### src/rtl/game_master_fsm_param.sv
// Game master FSM for the sprite shooter: sequences rounds, keeps score and lives,
// and drives registered per-sprite strobes computed from the next state.
module game_master_fsm_param #(
    parameter int unsigned N_TARGETS   = 3,
    parameter int unsigned N_LIVES     = 3,
    parameter int unsigned WIN_SCORE   = 3,
    parameter int unsigned SCORE_W     = 4,
    parameter int unsigned LIFE_W      = 3,
    parameter int unsigned PROGRESSIVE = 0
) (
    input  logic                 clk,
    input  logic                 rst,
    input  logic                 launch_key,
    input  logic [N_TARGETS-1:0] target_within_screen,
    input  logic                 bullet_within_screen,
    input  logic                 spaceship_within_screen,
    input  logic                 collision,
    input  logic [N_TARGETS-1:0] collision_bullet,
    input  logic                 end_of_game_timer_running,
    output logic [N_TARGETS-1:0] target_write_xy,
    output logic [N_TARGETS-1:0] target_write_dxy,
    output logic [N_TARGETS-1:0] target_enable_update,
    output logic                 bullet_write_xy,
    output logic                 bullet_write_dxy,
    output logic                 bullet_enable_update,
    output logic                 spaceship_write_xy,
    output logic                 spaceship_write_dxy,
    output logic                 spaceship_enable_update,
    output logic [N_LIVES-1:0]   heart_visible,
    output logic                 end_of_game_timer_start,
    output logic                 game_won,
    output logic [SCORE_W-1:0]   score,
    output logic [LIFE_W-1:0]    n_lives,
    output logic [2:0]           state_out
);

    typedef enum logic [2:0] {
        START_GAME  = 3'd0,
        START_ROUND = 3'd1,
        AIM         = 3'd2,
        SHOOT       = 3'd3,
        END_ROUND   = 3'd4,
        END_GAME    = 3'd5,
        GAME_OVER   = 3'd6
    } state_t;

    localparam logic [SCORE_W-1:0] WIN_SC = SCORE_W'(WIN_SCORE);
    localparam logic [LIFE_W-1:0]  LIVES0 = LIFE_W'(N_LIVES);

    state_t state, next_state;

    logic [SCORE_W-1:0]   score_nx, score_inc;
    logic [LIFE_W-1:0]    lives_nx, lives_dec;
    logic                 won_nx;
    logic [N_TARGETS-1:0] act, act_nx;
    logic                 hit, target_off;

    logic [N_TARGETS-1:0] t_xy_d, t_dxy_d, t_en_d;
    logic                 b_xy_d, b_dxy_d, b_en_d;
    logic                 s_xy_d, s_dxy_d, s_en_d;
    logic                 timer_start_d;
    logic [N_LIVES-1:0]   heart_d;

    // Progressive mode enables targets 0..score, capped at N_TARGETS.
    function automatic logic [N_TARGETS-1:0] active_mask(input logic [SCORE_W-1:0] s);
        logic [N_TARGETS-1:0] m;
        m = '0;
        for (int unsigned i = 0; i < N_TARGETS; i++) begin
            m[i] = (PROGRESSIVE == 0) || (i <= 32'(s));
        end
        return m;
    endfunction

    assign act        = active_mask(score);
    assign hit        = |(collision_bullet & act);
    assign target_off = |(~target_within_screen & act);
    assign score_inc  = (score >= WIN_SC) ? WIN_SC : score + SCORE_W'(1);
    assign lives_dec  = (n_lives == '0) ? '0 : n_lives - LIFE_W'(1);

    always_comb begin
        next_state = state;
        score_nx   = score;
        lives_nx   = n_lives;
        won_nx     = game_won;
        case (state)
            START_GAME: begin
                next_state = START_ROUND;
                score_nx   = '0;
                lives_nx   = LIVES0;
                won_nx     = 1'b0;
            end
            START_ROUND: next_state = AIM;
            AIM: begin
                if (hit) begin
                    score_nx   = score_inc;
                    next_state = END_ROUND;
                end else if (launch_key) begin
                    next_state = SHOOT;
                end else if (target_off) begin
                    next_state = END_ROUND;
                end
            end
            SHOOT: begin
                // A spaceship hit voids any bullet hit in the same cycle.
                if (collision) begin
                    lives_nx   = lives_dec;
                    next_state = END_ROUND;
                end else if (hit) begin
                    score_nx   = score_inc;
                    next_state = END_ROUND;
                end else if (target_off || !bullet_within_screen || !spaceship_within_screen) begin
                    next_state = END_ROUND;
                end
            end
            END_ROUND: begin
                if (score >= WIN_SC) begin
                    won_nx     = 1'b1;
                    next_state = END_GAME;
                end else if (n_lives == '0) begin
                    won_nx     = 1'b0;
                    next_state = END_GAME;
                end else begin
                    next_state = START_ROUND;
                end
            end
            END_GAME: next_state = GAME_OVER;
            GAME_OVER: begin
                if (!end_of_game_timer_running && launch_key) begin
                    next_state = START_GAME;
                    score_nx   = '0;
                    lives_nx   = LIVES0;
                    won_nx     = 1'b0;
                end
            end
            default: next_state = START_GAME;
        endcase
    end

    // Strobes are decoded from the next state so the registered copies line up with state.
    assign act_nx = active_mask(score_nx);

    always_comb begin
        t_xy_d        = '0;
        t_dxy_d       = '0;
        t_en_d        = '0;
        b_xy_d        = 1'b0;
        b_dxy_d       = 1'b0;
        b_en_d        = 1'b0;
        s_xy_d        = 1'b0;
        s_dxy_d       = 1'b0;
        s_en_d        = 1'b0;
        timer_start_d = 1'b0;
        case (next_state)
            START_ROUND: begin
                t_xy_d  = act_nx;
                t_dxy_d = act_nx;
                b_xy_d  = 1'b1;
                s_xy_d  = 1'b1;
            end
            AIM: t_en_d = act_nx;
            SHOOT: begin
                t_en_d  = act_nx;
                b_en_d  = 1'b1;
                s_en_d  = 1'b1;
                b_dxy_d = (state != SHOOT);
                s_dxy_d = (state != SHOOT);
            end
            END_GAME: timer_start_d = 1'b1;
            default: ;
        endcase
    end

    always_comb begin
        heart_d = '0;
        for (int unsigned i = 0; i < N_LIVES; i++) begin
            heart_d[i] = (32'(lives_nx) > i);
        end
    end

    always_ff @(posedge clk or posedge rst) begin
        if (rst) begin
            state                   <= START_GAME;
            score                   <= '0;
            n_lives                 <= LIVES0;
            game_won                <= 1'b0;
            heart_visible           <= '1;
            target_write_xy         <= '0;
            target_write_dxy        <= '0;
            target_enable_update    <= '0;
            bullet_write_xy         <= 1'b0;
            bullet_write_dxy        <= 1'b0;
            bullet_enable_update    <= 1'b0;
            spaceship_write_xy      <= 1'b0;
            spaceship_write_dxy     <= 1'b0;
            spaceship_enable_update <= 1'b0;
            end_of_game_timer_start <= 1'b0;
        end else begin
            state                   <= next_state;
            score                   <= score_nx;
            n_lives                 <= lives_nx;
            game_won                <= won_nx;
            heart_visible           <= heart_d;
            target_write_xy         <= t_xy_d;
            target_write_dxy        <= t_dxy_d;
            target_enable_update    <= t_en_d;
            bullet_write_xy         <= b_xy_d;
            bullet_write_dxy        <= b_dxy_d;
            bullet_enable_update    <= b_en_d;
            spaceship_write_xy      <= s_xy_d;
            spaceship_write_dxy     <= s_dxy_d;
            spaceship_enable_update <= s_en_d;
            end_of_game_timer_start <= timer_start_d;
        end
    end

    assign state_out = state;

endmodule
### config.mk
export PLATFORM = sky130hd
export DESIGN_NAME = game_master_fsm_param
export DESIGN_NICKNAME = d
export VERILOG_FILES = /design/src/rtl/game_master_fsm_param.sv
export SDC_FILE = /design/constraint.sdc
export NUM_CORES = 1
export LEC_CHECK = 0
export BUFFER_PORTS_ARGS = -buffer_cell sky130_fd_sc_hd__buf_2
export CAP_MARGIN = 25
export CORE_MARGIN = 10
export CORE_UTILIZATION = 35
export CTS_CLUSTER_DIAMETER = 100
export CTS_CLUSTER_SIZE = 24
export DETAILED_ROUTE_END_ITERATION = 10
export GPL_ROUTABILITY_DRIVEN = 0
export HOLD_SLACK_MARGIN = 0.03
export PLACE_DENSITY = 0.65
export SLEW_MARGIN = 20
export SYNTH_ARGS = -nofsm -noshare
export SYNTH_HDL_FRONTEND = slang
export SYNTH_SLANG_ARGS = --single-unit
### constraint.sdc
create_clock -name clk -period 1.7 [get_ports clk]
set_clock_uncertainty 0.1 [all_clocks]
set_input_delay 0.17 -clock clk [delete_from_list [all_inputs] [get_ports clk]]
set_output_delay 0.17 -clock clk [all_outputs]
set_load 0.01 [all_outputs]
==> results.json <==
{
  "clk_latency_ns": 0.30,
  "drtAntennaViolNets": 0,
  "grt_max_degree": 20,
  "finalCriticalPeriod_ns": 1.61,
  "grt.total_usage": 0.102,
  "dp.cells": 197,
  "r2r_setup_slack_ns": 0.09,
  "syn_area_per_cell_um2": 9.94,
  "numCtsBuffers": 3,
  "vias": 994,
  "r2r_cells": 4,
  "syn_area_um2": 1090,
  "synthFlopType": "dfrtp_1",
  "holdPathStages": 3,
  "tightestPinTransition_ns": 0.402,
  "clkTransAtPathRegs_ns": 0.12,
  "status": "finished clean",
  "crit_arrival_ns": 1.73,
  "h-tree-depth": 1,
  "wirelength_um": 2860,
  "finalNetCount": 176,
  "grt_pass1_vias": 1039,
  "die_w_um": 75.9,
  "reg2reg_to": "heart_visible[0]$_DFF_PP1_",
  "endpoint": "heart_visible[0]$_DFF_PP1_",
  "synth_top_family_by_area": "simple AND/OR/NAND/NOR gates",
  "synth_seq_cells": 19,
  "remaining_drc_errors": 0,
  "pin_count": 43,
  "initial_utilization": 0.361,
  "first_pass_iters": 4,
  "rsz0062_at_grt": "no",
  "vdd_ir_drop_max_v": 0.000468,
  "clock.fmax_ghz": 0.622,
  "drive_above_1_share": 0.497,
  "final-max-slew-violation-count": 0,
  "avgRoutedWirePerCell_um": 14.1,
  "clockRootBuffer": "clkbuf_4",
  "synthSimpleGateAreaFrac": 0.217,
  "async_reset_ff_frac": 1.00,
  "synthAdderAreaFrac": 0.0343,
  "hold_class": "input pin to register",
  "drv_cap": 0,
  "fin_crit_sh": 0.946,
  "fin_cells": 203,
  "rows": 20,
  "cts.sinks": 19,
  "r2r-start": "state_out[1]$_DFF_PP0_",
  "finalSetupTns_ns": 0,
  "drt_iter0_drc": 68,
  "drt-vias-per-instance": 4.90,
  "die_h_um": 75.9,
  "grt_pass1_wl_um": 4640,
  "area_growth_pct": 31.1,
  "dp_hpwl_um": 2330,
  "cp-start-kind": "register",
  "end_kind": "register",
  "path_class": "register to register",
  "overflow": 0,
  "finalHoldViolations": 0,
  "max_slew_margin": 0.729,
  "crit_fanout": 9,
  "synth_xor_area_frac": 0,
  "p_per_area_nw_per_um2": 1370,
  "startpoint": "state_out[1]$_DFF_PP0_",
  "grt_antenna_before_repair": 0,
  "synth_warnings": 0,
  "synthCells": 110,
  "worstPathRequired_ns": 1.82,
  "antenna_cells": 0,
  "ctsLongestPathBuffers": 2,
  "ys_seq_area_frac": 0.441,
  "fillers": 290,
  "synth_edf_count": 0,
  "port_buffers": 42,
  "tritoncts": "yes",
  "leakagePower_nw": 0.713,
  "synth_compound_area_frac": 0.164,
  "core_area_um2": 3030,
  "synthMuxAreaShare": 0.0332,
  "finalSetupViolCount": 0,
  "synth_nets": 126,
  "die_area_um2": 5760,
  "synthDistinctLibCells": 41
}
Yosys cell counts (2+ instances only):
library cell,n,share of area
a31oi_1,2,0.011
nor2_1,10,0.034
or3_1,2,0.011
mux2_1,2,0.021
ha_1,3,0.034
inv_1,6,0.021
dfstp_2,5,0.12
a21oi_1,6,0.027
o21ai_0,4,0.018
buf_4,12,0.082
nand3b_1,2,0.014
and2b_1,2,0.014
nor3_1,3,0.014
nand3_1,2,0.0092
nand2_1,5,0.017
and4b_1,2,0.018
dfrtp_1,14,0.32
o21a_1,2,0.014
nand2b_1,2,0.011
and2_1,2,0.011
o21ai_1,2,0.0092
sequential cells by signal, indices dropped and copies added, names as in the netlist, 3 cells and up:
signal         cells
n_lives            3
state_out          3
score              4
heart_visible      3
worst min path at each step:
stage	slack (ns)	to	from
after floorplan	0.02	end_of_game_timer_start$_DFF_PP0_	rst
after detailed placement	0.10	score[3]$_DFFE_PP0P_	rst
after global placement	0.1	n_lives[2]$_DFF_PP0_	rst
after CTS	0.08	spaceship_write_dxy$_DFF_PP0_	launch_key
after global routing	0.08	spaceship_write_dxy$_DFF_PP0_	launch_key
final	0.09	spaceship_write_dxy$_DFF_PP0_	launch_key
metal layers:
| metal | wire (µm) | global-route usage | part of all wire |
|---|---|---|---|
| met1 | 1250 | 0.122 | 0.44 |
| met4 | 34 | 0.0433 | 0.012 |
| met5 | 0 | 0 | 0 |
| met2 | 1280 | 0.165 | 0.45 |
| met3 | 296 | 0.0313 | 0.10 |
stage by stage:
| step | hold slack (ns) | cell area, µm² | total power (W) | utilization | setup WS (ns) |
|---|---|---|---|---|---|
| after floorplan | 0.0174 | 1100 | 0.00139 | - | 0.0292 |
| after global placement | 0.0985 | 1380 | 0.00170 | 0.455 | 0.0864 |
| after detailed placement | 0.103 | 1380 | 0.00173 | 0.455 | 0.0516 |
| after CTS | 0.0780 | 1410 | 0.00197 | 0.467 | 0.0304 |
| after global routing | 0.0808 | 1430 | 0.00213 | 0.474 | 0.00858 |
| final | 0.0855 | 1430 | 0.00197 | 0.474 | 0.0916 |
report_power, final:
group          total [W]  internal (W)  switching (W)
combinational    0.00103      0.000497       0.000533
clock           0.000228     0.0000875       0.000141
sequential      0.000709      0.000581       0.000128
total            0.00197       0.00117       0.000802
critical path, cell delays in order, from the launching register on:
cell and delay [ns]:
dfrtp_2 0.50, and4b_1 0.24, o21bai_4 0.17, nand3_1 0.13, or3b_1 0.39
kinds of logic after synthesis:
group / count (synthesis)
compound gates: 25
fa+ha+maj: 3
buf+inv: 20
flops: 19
mux: 3
simple gates: 40
cells in the final DEF, fill, tap and decap left out, types with 2 or more instances in the layout:
cell | synthesis | routed
or3_1 | 2 | 2
ha_1 | 3 | 2
and2b_1 | 2 | 2
and4b_1 | 2 | 2
and2_1 | 2 | 2
clkbuf_4 | 0 | 3
buf_4 | 12 | 15
a21oi_1 | 6 | 6
o21ai_0 | 4 | 4
nor2_1 | 10 | 10
nand3_1 | 2 | 2
o21ai_1 | 2 | 2
buf_2 | 1 | 42
nand2b_1 | 2 | 2
o21a_1 | 2 | 2
nor3_1 | 3 | 2
inv_1 | 6 | 6
dfstp_2 | 5 | 5
nand2_1 | 5 | 5
mux2_1 | 2 | 2
a31oi_1 | 2 | 2
dfrtp_1 | 14 | 11
dfrtp_2 | 0 | 3
nand3b_1 | 2 | 2
layout make-up:
type                       instances  area (µm²)  share of cell area
inverter                           7        26.3              0.0183
clock inverter                     1        5.00             0.00349
tap                               44        55.1              0.0384
clock buffer                       3        22.5              0.0157
timing repair buffer              58         333               0.232
sequential                        19         485               0.339
multi-input combinational         71         507               0.353
repair_timing:
action,in CTS,in global routing
endpoints found under the setup margin,0,6
endpoints found under the hold margin,19,0
hold buffers,1,0
buffers inserted,0,1
resized for setup,0,4
No activity file was read; power rests on OpenSTA's default activity.
